File: config.mk
export PLATFORM = sky130hd
export DESIGN_NAME = sum_to_bcd_flat
export DESIGN_NICKNAME = d
export VERILOG_FILES = /design/src/rtl/sum_to_bcd_pkg.sv /design/src/rtl/sum_to_bcd_if.sv /design/src/rtl/sum_to_bcd_add3.sv /design/src/rtl/sum_to_bcd.sv /design/src/flat_wrapper.sv
export SDC_FILE = /design/constraint.sdc
export NUM_CORES = 1
export LEC_CHECK = 0
export CAP_MARGIN = 20
export CELL_PAD_IN_SITES_DETAIL_PLACEMENT = 1
export CELL_PAD_IN_SITES_GLOBAL_PLACEMENT = 2
export CORE_MARGIN = 2
export CORE_UTILIZATION = 36
export DETAILED_ROUTE_END_ITERATION = 10
export PLACE_DENSITY_LB_ADDON = 0.25
export SKIP_LAST_GASP = 1
export SYNTH_ARGS = -nofsm -noshare
export SYNTH_HDL_FRONTEND = slang
export SYNTH_HIERARCHICAL = 1
export SYNTH_SLANG_ARGS = --single-unit
File: constraint.sdc
create_clock -name clk -period 1.95 [get_ports clk]
set_input_delay 0.39 -clock clk [delete_from_list [all_inputs] [get_ports clk]]
set_output_delay 0.39 -clock clk [all_outputs]
set_load 0.01 [all_outputs]
File: src/rtl/sum_to_bcd_pkg.sv
// Shared types and constants for the binary-sum to packed-BCD converter.
package sum_to_bcd_pkg;

    localparam int unsigned BIN_W_DEF  = 14;
    localparam int unsigned DIGITS_DEF = 4;
    localparam int unsigned BCD_MAX    = 9999;

    typedef enum logic [1:0] {
        IDLE  = 2'd0,
        SHIFT = 2'd1,
        DONE  = 2'd2
    } state_t;

    // Bit counter must be able to hold the value bin_w itself.
    function automatic int unsigned cnt_width(input int unsigned bin_w);
        return $clog2(bin_w + 1);
    endfunction

endpackage

File: src/rtl/sum_to_bcd_if.sv
// Adder result channel (sum/valid) plus the BCD result returned to the display side.
interface sum_to_bcd_if #(
    parameter int unsigned BIN_W  = 14,
    parameter int unsigned DIGITS = 4
);
    localparam int unsigned BCD_W = 4 * DIGITS;

    logic [BIN_W-1:0] sum;
    logic             valid;
    logic [BCD_W-1:0] bcd;
    logic             bcd_valid;
    logic             ovf;
    logic             busy;

    modport master (
        output sum, valid,
        input  bcd, bcd_valid, ovf, busy
    );

    modport slave (
        input  sum, valid,
        output bcd, bcd_valid, ovf, busy
    );

endinterface

File: src/rtl/sum_to_bcd_add3.sv
// Double-dabble digit correction: add 3 to any nibble of 5 or more before the shift.
module bcd_add3 (
    input  logic [3:0] i_nib,
    output logic [3:0] o_nib_c
);

    assign o_nib_c = (i_nib >= 4'd5) ? (i_nib + 4'd3) : i_nib;

endmodule

File: src/rtl/sum_to_bcd.sv
// Captures a binary sum on a rising edge of valid and converts it to packed BCD
// one bit per clock; the result is held until the next conversion completes.
module sum_to_bcd
    import sum_to_bcd_pkg::*;
#(
    parameter int unsigned BIN_W  = BIN_W_DEF,
    parameter int unsigned DIGITS = DIGITS_DEF
) (
    input  logic         clk,
    input  logic         reset,
    sum_to_bcd_if.slave  bus
);

    localparam int unsigned BCD_W  = 4 * DIGITS;
    localparam int unsigned WORK_W = 4 * (DIGITS + 1);
    localparam int unsigned CNT_W  = cnt_width(BIN_W);

    localparam logic [1:0] ST_IDLE  = IDLE;
    localparam logic [1:0] ST_SHIFT = SHIFT;
    localparam logic [1:0] ST_DONE  = DONE;

    logic [1:0]        r_state,     w_state_nxt;
    logic              r_valid_q;
    logic [BIN_W-1:0]  r_bin,       w_bin_nxt;
    logic [WORK_W-1:0] r_work,      w_work_nxt;
    logic [CNT_W-1:0]  r_cnt,       w_cnt_nxt;
    logic [BCD_W-1:0]  r_bcd,       w_bcd_nxt;
    logic              r_ovf,       w_ovf_nxt;
    logic              r_bcd_valid, w_bcd_valid_nxt;
    logic              r_busy,      w_busy_nxt;

    logic [WORK_W-1:0] w_work_adj;
    logic [BIN_W-1:0]  w_sum;
    logic              w_valid;
    logic              w_start;

    assign w_sum   = bus.sum;
    assign w_valid = bus.valid;
    assign w_start = w_valid & ~r_valid_q;

    // One correction cell per working digit, including the overflow digit.
    for (genvar g = 0; g < int'(DIGITS + 1); g++) begin : g_add3
        bcd_add3 u_add3 (
            .i_nib   (r_work[4*g +: 4]),
            .o_nib_c (w_work_adj[4*g +: 4])
        );
    end

    always_ff @(posedge clk or negedge reset) begin
        if (!reset) begin
            r_state     <= ST_IDLE;
            r_valid_q   <= 1'b0;
            r_bin       <= '0;
            r_work      <= '0;
            r_cnt       <= '0;
            r_bcd       <= '0;
            r_ovf       <= 1'b0;
            r_bcd_valid <= 1'b0;
            r_busy      <= 1'b0;
        end else begin
            r_state     <= w_state_nxt;
            r_valid_q   <= w_valid;
            r_bin       <= w_bin_nxt;
            r_work      <= w_work_nxt;
            r_cnt       <= w_cnt_nxt;
            r_bcd       <= w_bcd_nxt;
            r_ovf       <= w_ovf_nxt;
            r_bcd_valid <= w_bcd_valid_nxt;
            r_busy      <= w_busy_nxt;
        end
    end

    always_comb begin
        w_state_nxt     = r_state;
        w_bin_nxt       = r_bin;
        w_work_nxt      = r_work;
        w_cnt_nxt       = r_cnt;
        w_bcd_nxt       = r_bcd;
        w_ovf_nxt       = r_ovf;
        w_bcd_valid_nxt = 1'b0;

        case (r_state)
            ST_IDLE: begin
                if (w_start) begin
                    w_bin_nxt   = w_sum;
                    w_work_nxt  = '0;
                    w_cnt_nxt   = '0;
                    w_state_nxt = ST_SHIFT;
                end
            end
            ST_SHIFT: begin
                w_work_nxt = {w_work_adj[WORK_W-2:0], r_bin[BIN_W-1]};
                w_bin_nxt  = {r_bin[BIN_W-2:0], 1'b0};
                w_cnt_nxt  = r_cnt + CNT_W'(1);
                if (w_cnt_nxt == CNT_W'(BIN_W)) begin
                    w_state_nxt = ST_DONE;
                end
            end
            ST_DONE: begin
                // A nonzero top digit means the sum exceeds the displayable range.
                if (r_work[WORK_W-1 -: 4] != 4'd0) begin
                    w_bcd_nxt = {DIGITS{4'h9}};
                    w_ovf_nxt = 1'b1;
                end else begin
                    w_bcd_nxt = r_work[BCD_W-1:0];
                    w_ovf_nxt = 1'b0;
                end
                w_bcd_valid_nxt = 1'b1;
                w_state_nxt     = ST_IDLE;
            end
            default: begin
                w_state_nxt = ST_IDLE;
            end
        endcase

        w_busy_nxt = (w_state_nxt != ST_IDLE);
    end

    assign bus.bcd       = r_bcd;
    assign bus.bcd_valid = r_bcd_valid;
    assign bus.ovf       = r_ovf;
    assign bus.busy      = r_busy;

endmodule

File: src/flat_wrapper.sv
// flat-port wrapper written by rule: the top's interface ports become plain ports
module sum_to_bcd_flat import sum_to_bcd_pkg::*;
#(
    parameter int unsigned BIN_W  = BIN_W_DEF,
    parameter int unsigned DIGITS = DIGITS_DEF
)
  (clk, reset, bus_sum, bus_valid, bus_bcd, bus_bcd_valid, bus_ovf, bus_busy);
  sum_to_bcd_if #(.BIN_W(BIN_W), .DIGITS(DIGITS)) bus_i ();
  input  logic clk;
  input  logic reset;
  input wire logic [$bits(bus_i.sum)-1:0] bus_sum;
  input wire logic [$bits(bus_i.valid)-1:0] bus_valid;
  output wire logic [$bits(bus_i.bcd)-1:0] bus_bcd;
  output wire logic [$bits(bus_i.bcd_valid)-1:0] bus_bcd_valid;
  output wire logic [$bits(bus_i.ovf)-1:0] bus_ovf;
  output wire logic [$bits(bus_i.busy)-1:0] bus_busy;
  assign bus_i.sum = bus_sum;
  assign bus_i.valid = bus_valid;
  assign bus_bcd = bus_i.bcd;
  assign bus_bcd_valid = bus_i.bcd_valid;
  assign bus_ovf = bus_i.ovf;
  assign bus_busy = bus_i.busy;
  sum_to_bcd #(.BIN_W(BIN_W), .DIGITS(DIGITS)) u_core (.clk(clk), .reset(reset), .bus(bus_i));
endmodule
==> summary.json, run 1 <==
{
  "detailedRoute.firstIterationViolations": {"value": 77},
  "finalHoldViolCount": {"value": 0},
  "ant_nets": {"value": 0},
  "power_frac_clock": {"value": 21.0, "unit": "%"},
  "worstPathBufferInverterCount": {"value": 1},
  "layout.filler_cells": {"value": 938},
  "criticalPathCategory": {"value": "flip-flop to primary output"},
  "routed_wire_length_per_instance": {"value": 14.9, "unit": "microns"},
  "nets_in_the_synthesized_netlist": {"value": 327},
  "grt_antenna_before_repair": {"value": 0},
  "setup_tns": {"value": 0, "unit": "ns"},
  "synthesis.yosys.warnings": {"value": 6},
  "status": {"value": "finished, final reports clean"},
  "drc": {"value": 0},
  "place_congestion": {"value": 0.776},
  "kind_of_end_point_of_the_critical_path": {"value": "primary output"},
  "clock_path_buffers": {"value": 2},
  "cts_sink_count": {"value": 60},
  "io_buffer_count": {"value": 35},
  "syn_inst": {"value": 298},
  "finalCritPeriodShare": {"value": 83.5, "unit": "%"},
  "dpl.cell_count": {"value": 429},
  "ctsResizeCount": {"value": 0},
  "largest_vdd_supply_drop": {"value": 0.000484, "unit": "V"},
  "growth_of_design_area_from_synthesis_to_finish": {"value": 21.6, "unit": "%"},
  "worstSetupStartpointType": {"value": "flip-flop"},
  "hold_path_class": {"value": "flip-flop to flip-flop"},
  "avgSynthCellArea": {"value": 10.4, "unit": "sq um"},
  "routed_wirelength": {"value": 6640, "unit": "microns"},
  "p_int": {"value": 0.00381, "unit": "W"},
  "cp.arrival": {"value": 1.24, "unit": "ns"},
  "design.core.area": {"value": 0.00826, "unit": "sq mm"},
  "antenna-diode-count": {"value": 0},
  "crit_chain": {"value": "clkdlybuf4s50_1"},
  "finClkSkew": {"value": 0.0105, "unit": "ns"},
  "root_buffer": {"value": "sky130_fd_sc_hd__clkbuf_8"},
  "comb_power_share": {"value": 42.1, "unit": "%"},
  "rsz0062_at_grt": {"value": "false"},
  "power_density": {"value": 1610, "unit": "mW/mm^2"},
  "vias": {"value": 2302},
  "fmaxAchievable": {"value": 0.614, "unit": "GHz"},
  "clock_tree.htree_level_count": {"value": 3},
  "die_width": {"value": 96.6, "unit": "microns"},
  "first_global_vias": {"value": 2204},
  "start_util": {"value": 37.4, "unit": "%"},
  "total_iterations_of_the_first_detailed_routing_run": {"value": 4},
  "fp.dieH": {"value": 96.6, "unit": "microns"},
  "leakagePower": {"value": 1.67, "unit": "nW"},
  "grtUsageTotal": {"value": 15.9, "unit": "%"},
  "switching_power": {"value": 0.00224, "unit": "W"},
  "tightest_slew": {"value": 0.523, "unit": "ns"},
  "design.final.nets": {"value": 365},
  "final.min_clock_period": {"value": 1.63, "unit": "ns"},
  "post_cts.repair.setup_buffers": {"value": 0},
  "reg2regPathDepth": {"value": 6},
  "gr-total-overflow": {"value": 0},
  "cap_viol_max_count": {"value": 0},
  "critPathMaxStageDelay": {"value": 0.54, "unit": "ns"},
  "drive_gt1_share": {"value": 10.9, "unit": "%"},
  "totalPowerFinal": {"value": 0.00605, "unit": "W"},
  "dieArea": {"value": 0.00933, "unit": "sq mm"},
  "slew_viol_final": {"value": 0},
  "worst-path-max-fanout": {"value": 2},
  "total_clock_buffers_created_by_cts": {"value": 9},
  "post_layout_nonfiller_instances": {"value": 446},
  "critical_path_depth": {"value": 1},
  "std_cell_rows": {"value": 33},
  "via_density_per_instance": {"value": 5.16},
  "tritoncts": {"value": "built"},
  "io_pins": {"value": 36},
  "wire_length_of_the_first_global_routing_pass": {"value": 11200, "unit": "microns"},
  "largest_net_degree_at_the_start_of_global_routing": {"value": 43},
  "slew-limit-headroom": {"value": 65.0, "unit": "%"},
  "critical_path.slowest_cell": {"value": "sky130_fd_sc_hd__clkdlybuf4s50_1"},
  "worst_setup_hold_path_clk_slew": {"value": 0.08, "unit": "ns"},
  "timing.final.setup_violations": {"value": 0},
  "timing.critical_path.required": {"value": 1.56, "unit": "ns"},
  "power_switching_share": {"value": 37.0, "unit": "%"},
  "detailed_placement_hpwl": {"value": 4420, "unit": "microns"},
  "whs_path_depth": {"value": 2},
  "synth_cell_area": {"value": 0.00309, "unit": "sq mm"},
  "category_of_cells_accounting_for_the_largest_share_of_critical_path_delay": {"value": "buffers and inverters"},
  "share_seq_of_total_power": {"value": 36.9, "unit": "%"},
  "clkLatencyLatePin": {"value": 0.35, "unit": "ns"}
}
per-stage QoR:
step	utilization, %	cell area [sq um]	setup slack (ns)	hold WS (ns)
global route	45.4	3750	0.247	0.506
global placement	42.6	3520	0.288	0.374
detailed placement	42.6	3520	0.245	0.376
floorplan	-	3090	0.606	0.0944
finish	45.4	3750	0.322	0.482
CTS	45.4	3750	0.294	0.491
path summary, 6_finish.rpt:
path                       slack (ns)          startpoint                end
setup / recovery                 0.32  u_core/bus.bcd[10]        bus_bcd[10]
hold / removal                   0.48      u_core/bus.ovf     u_core/bus.ovf
setup reg to reg                 0.42    u_core/r_work[5]   u_core/r_work[6]
hold reg to reg                  0.48      u_core/bus.ovf     u_core/bus.ovf
max in group asynchronous        0.83               reset  u_core/r_work[17]
min in group asynchronous        0.52               reset     u_core/bus.ovf
power groups by stage:
stage | clock (W) | sequential, W | combinational, W
after floorplan | 0 | 0.00219 | 0.00186
after global placement | 0 | 0.00225 | 0.00250
after detailed placement | 0 | 0.00225 | 0.00260
after CTS | 0.00130 | 0.00224 | 0.00260
after global routing | 0.00137 | 0.00231 | 0.00288
final | 0.00127 | 0.00223 | 0.00255
what timing repair did:
action | in CTS | in global routing
hold buffers | 1 | 0
endpoints found under the hold margin | 3 | 0
setup endpoints to repair | 0 | 0
placed cells by master (no fill, tap or decap), types with 6 or more instances in the layout:
cell type                          n
sky130_fd_sc_hd__dfrtp_1          60
sky130_fd_sc_hd__nand2_1          55
sky130_fd_sc_hd__clkdlybuf4s50_1  34
sky130_fd_sc_hd__a22o_1           21
sky130_fd_sc_hd__nor2b_1          18
sky130_fd_sc_hd__a22oi_1          13
sky130_fd_sc_hd__o2bb2ai_1        13
sky130_fd_sc_hd__nand2b_1         12
sky130_fd_sc_hd__inv_1            12
sky130_fd_sc_hd__ha_1             12
sky130_fd_sc_hd__clkbuf_8          9
sky130_fd_sc_hd__nand3_1           9
sky130_fd_sc_hd__a21oi_1           8
sky130_fd_sc_hd__nor2_1            6
sky130_fd_sc_hd__a21oi_2           6
sky130_fd_sc_hd__xnor2_1           6
sky130_fd_sc_hd__mux2i_1           6
final cells by class:
type | instances | area [sq um] | share of cell area, %
repair buffers | 44 | 453 | 12.1
flip-flops and latches | 60 | 1500 | 40.0
inverters | 14 | 57.6 | 1.53
clock inverters | 7 | 101 | 2.70
multi-input cells | 207 | 1380 | 36.9
well taps | 105 | 131 | 3.50
clock buffers | 9 | 124 | 3.30
registers in the layout, summed over array words and instances, names as in the netlist:
signal                flops
u_core/bus.bcd           16
u_core/bus.bcd_valid      1
u_core/bus.busy           1
u_core/bus.ovf            1
u_core/r_bin             14
u_core/r_cnt              4
u_core/r_state            2
u_core/r_valid_q          1
u_core/r_work            20
metal layers:
layer	GRT usage, %	vias up	share of wire [%]
met5	0	-	0
met4	7.75	0	1.7
met3	3.26	8	3.9
met2	23.9	52	45
met1	22.0	1134	49
li1	-	1108	-
No activity file was read; power rests on OpenSTA's default activity.
==> run 2, diff against run 1 <==
==> constraint.sdc (replaced) <==
create_clock -name clk -period 1.7 [get_ports clk]
set_input_delay 0.34 -clock clk [delete_from_list [all_inputs] [get_ports clk]]
set_output_delay 0.34 -clock clk [all_outputs]
set_load 0.01 [all_outputs]
==> summary.json, run 2 (synthesis gave the netlist of run 1 again) <==
{
  "design.core.area": {"value": 0.00826, "unit": "sq mm", "change": "unchanged"},
  "finClkSkew": {"value": 0.00727, "unit": "ns", "change": "-0.00321 ns"},
  "reg2regPathDepth": {"value": 5, "change": "-1"},
  "mostFrequentLayoutCells": {"value": "sky130_fd_sc_hd__dfrtp_1, sky130_fd_sc_hd__nand2_1, sky130_fd_sc_hd__clkdlybuf4s50_1, sky130_fd_sc_hd__a22o_1, sky130_fd_sc_hd__nor2b_1"},
  "worst_setup_hold_path_clk_slew": {"value": 0.07, "unit": "ns", "change": "about the same"},
  "rsz0062_at_grt": {"value": "false"},
  "layout_commonest_cell": {"value": "sky130_fd_sc_hd__dfrtp_1"},
  "vias": {"value": 2282, "change": "-0.87%"},
  "gr-total-overflow": {"value": 0, "change": "unchanged"},
  "largest_register_ff_count": {"value": 20, "change": "unchanged"},
  "std_cell_rows": {"value": 33, "change": "unchanged"},
  "leakagePower": {"value": 1.67, "unit": "nW", "change": "+0.44%"},
  "worstSetupStartpointType": {"value": "flip-flop"},
  "place_congestion": {"value": 0.764, "change": "-1.6%"},
  "total_iterations_of_the_first_detailed_routing_run": {"value": 4, "change": "unchanged"},
  "slew-limit-headroom": {"value": 71.7, "unit": "%", "change": "+6.7 points"},
  "dieArea": {"value": 0.00933, "unit": "sq mm", "change": "unchanged"},
  "finalCritPeriodShare": {"value": 92.8, "unit": "%"},
  "criticalPathCategory": {"value": "flip-flop to primary output"},
  "reg2reg_to": {"value": "u_core/r_work[14]"},
  "reg2reg_from": {"value": "u_core/r_work[12]"},
  "largest_vdd_supply_drop": {"value": 0.000475, "unit": "V", "change": "-2.0%"},
  "fmaxAchievable": {"value": 0.634, "unit": "GHz"},
  "ant_nets": {"value": 0, "change": "unchanged"},
  "largest_net_degree_at_the_start_of_global_routing": {"value": 61, "change": "+42%"},
  "root_buffer": {"value": "sky130_fd_sc_hd__clkbuf_8"},
  "cts_sink_count": {"value": 60, "change": "unchanged"},
  "worst_slack_at_placement": {"value": 0.0648, "unit": "ns", "change": "-0.180 ns"},
  "timing.final.setup_violations": {"value": 0, "change": "unchanged"},
  "routed_wire_length_per_instance": {"value": 14.3, "unit": "microns", "change": "-3.7%"},
  "die_width": {"value": 96.6, "unit": "microns", "change": "unchanged"},
  "clock_tree.htree_level_count": {"value": 3, "change": "unchanged"},
  "grt_antenna_before_repair": {"value": 0, "change": "unchanged"},
  "worst_hold_slack": {"value": -0.00228, "unit": "ns", "change": "-0.484 ns"},
  "timing.critical_path.required": {"value": 1.36, "unit": "ns", "change": "-0.20 ns"},
  "critPathMaxStageDelay": {"value": 0.54, "unit": "ns", "change": "about the same"},
  "clock_path_buffers": {"value": 2, "change": "unchanged"},
  "cts_hold_buffers": {"value": 0, "change": "-1"},
  "failed_checks": {"value": "hold timing"},
  "drive_gt1_share": {"value": 11.6, "unit": "%", "change": "+0.78 points"},
  "post_cts.repair.setup_buffers": {"value": 0, "change": "unchanged"},
  "power_density": {"value": 1820, "unit": "mW/mm^2", "change": "+13%"},
  "postLayoutSetupSlackWorst": {"value": 0.122, "unit": "ns", "change": "-0.199 ns"},
  "first_global_vias": {"value": 2348, "change": "+6.5%"},
  "design.final.nets": {"value": 368, "change": "+0.82%"},
  "detailed_placement_hpwl": {"value": 4280, "unit": "microns", "change": "-3.1%"},
  "slew_viol_final": {"value": 0, "change": "unchanged"},
  "total_clock_buffers_created_by_cts": {"value": 9, "change": "unchanged"},
  "setup_tns": {"value": 0, "unit": "ns", "change": "unchanged"},
  "final.min_clock_period": {"value": 1.58, "unit": "ns"},
  "cap_viol_max_count": {"value": 0, "change": "unchanged"},
  "tritoncts": {"value": "built"},
  "ctsResizeCount": {"value": 0, "change": "unchanged"},
  "critical_path.slowest_cell": {"value": "sky130_fd_sc_hd__clkdlybuf4s50_1"},
  "io_buffer_count": {"value": 35, "change": "unchanged"},
  "tightest_slew": {"value": 0.423, "unit": "ns", "change": "-0.100 ns"},
  "hold_path_class": {"value": "input port to async pin"},
  "kind_of_end_point_of_the_critical_path": {"value": "primary output"},
  "clkLatencyLatePin": {"value": 0.33, "unit": "ns", "change": "-0.02 ns"},
  "via_density_per_instance": {"value": 5.08, "change": "-1.5%"},
  "fp.dieH": {"value": 96.6, "unit": "microns", "change": "unchanged"},
  "finalHoldViolCount": {"value": 2, "change": "+2"},
  "start_util": {"value": 37.4, "unit": "%", "change": "unchanged"},
  "routed_wirelength": {"value": 6430, "unit": "microns", "change": "-3.1%"},
  "category_of_cells_accounting_for_the_largest_share_of_critical_path_delay": {"value": "buffers and inverters"},
  "detailedRoute.firstIterationViolations": {"value": 70, "change": "-9.1%"},
  "drc": {"value": 0, "change": "unchanged"},
  "io_pins": {"value": 36, "change": "unchanged"},
  "wire_length_of_the_first_global_routing_pass": {"value": 11300, "unit": "microns", "change": "+0.37%"},
  "worst-path-max-fanout": {"value": 2, "change": "unchanged"},
  "worstPathBufferInverterCount": {"value": 1, "change": "unchanged"},
  "reg2reg_slack": {"value": 0.18, "unit": "ns", "change": "-0.24 ns"},
  "growth_of_design_area_from_synthesis_to_finish": {"value": 21.1, "unit": "%"},
  "cp.arrival": {"value": 1.24, "unit": "ns", "change": "about the same"},
  "status": {"value": "finished with violations"},
  "grtUsageTotal": {"value": 15.8, "unit": "%", "change": "-0.14 points"},
  "registers.top_by_ff_count": {"value": "u_core/r_work"},
  "antenna-diode-count": {"value": 0, "change": "unchanged"},
  "crit_chain": {"value": "clkdlybuf4s50_1"}
}
[run 2: changes by cell type in the layout (fill, tap and decap cells not counted), moves of 2 or more]
cell and change:
sky130_fd_sc_hd__buf_4 +5, sky130_fd_sc_hd__clkinv_4 -3, sky130_fd_sc_hd__clkbuf_8 +2, sky130_fd_sc_hd__clkinv_2 +2
[run 2: layout make-up]
cell class                      instances  area (sq um)
Multi-Input combinational cell        207          1380
Sequential cell                        60          1500
Inverter                               14          57.6
Fill cell                             935          4520
Clock inverter                          4          47.5
Clock buffer                           12           155
Timing Repair Buffer                   47           460
Tap cell                              105           131
[run 2: per-layer routing]
layer  wire, microns  GRT usage [%]  vias to the layer above
met4              99           6.69                        0
li1                -              -                     1122
met1            3190           21.5                     1112
met2            2940           24.4                       39
met5               0              0                        -
met3             203           3.49                        9
[run 2: power breakdown]
| group | switching [W] | internal [W] |
|---|---|---|
| clock network | 0.000562 | 0.000753 |
| registers | 0.000527 | 0.00200 |
| logic | 0.00141 | 0.00156 |
| total | 0.00249 | 0.00432 |
[run 2: worst max path at each step]
stage	from	slack, ns	endpoint	cells after the start
finish	u_core/bus.bcd[8]	0.12	bus_bcd[8]	1
detailed placement	bus_valid	0.06	u_core/r_bin[0]	5
global placement	bus_valid	0.08	u_core/r_bin[0]	5
global route	u_core/r_work[12]	0.06	u_core/r_work[14]	6
floorplan	u_core/r_work[8]	0.36	u_core/r_work[10]	5
CTS	u_core/bus.bcd[9]	0.09	bus_bcd[9]	1
[run 2: metrics by stage]
| step | hold slack (ns) | area, sq um | total power, W | util [%] | instances |
|---|---|---|---|---|---|
| final | -0.00228 | 3740 | 0.00681 | 45.3 | 449 |
| after global routing | 0.0107 | 3740 | 0.00745 | 45.3 | 449 |
| after CTS | 0.00526 | 3740 | 0.00692 | 45.3 | 449 |
| after detailed placement | 0.376 | 3530 | 0.00557 | 42.8 | 433 |
| after global placement | 0.376 | 3530 | 0.00547 | 42.8 | 433 |
| after floorplan | 0.0444 | 3090 | 0.00464 | - | 298 |
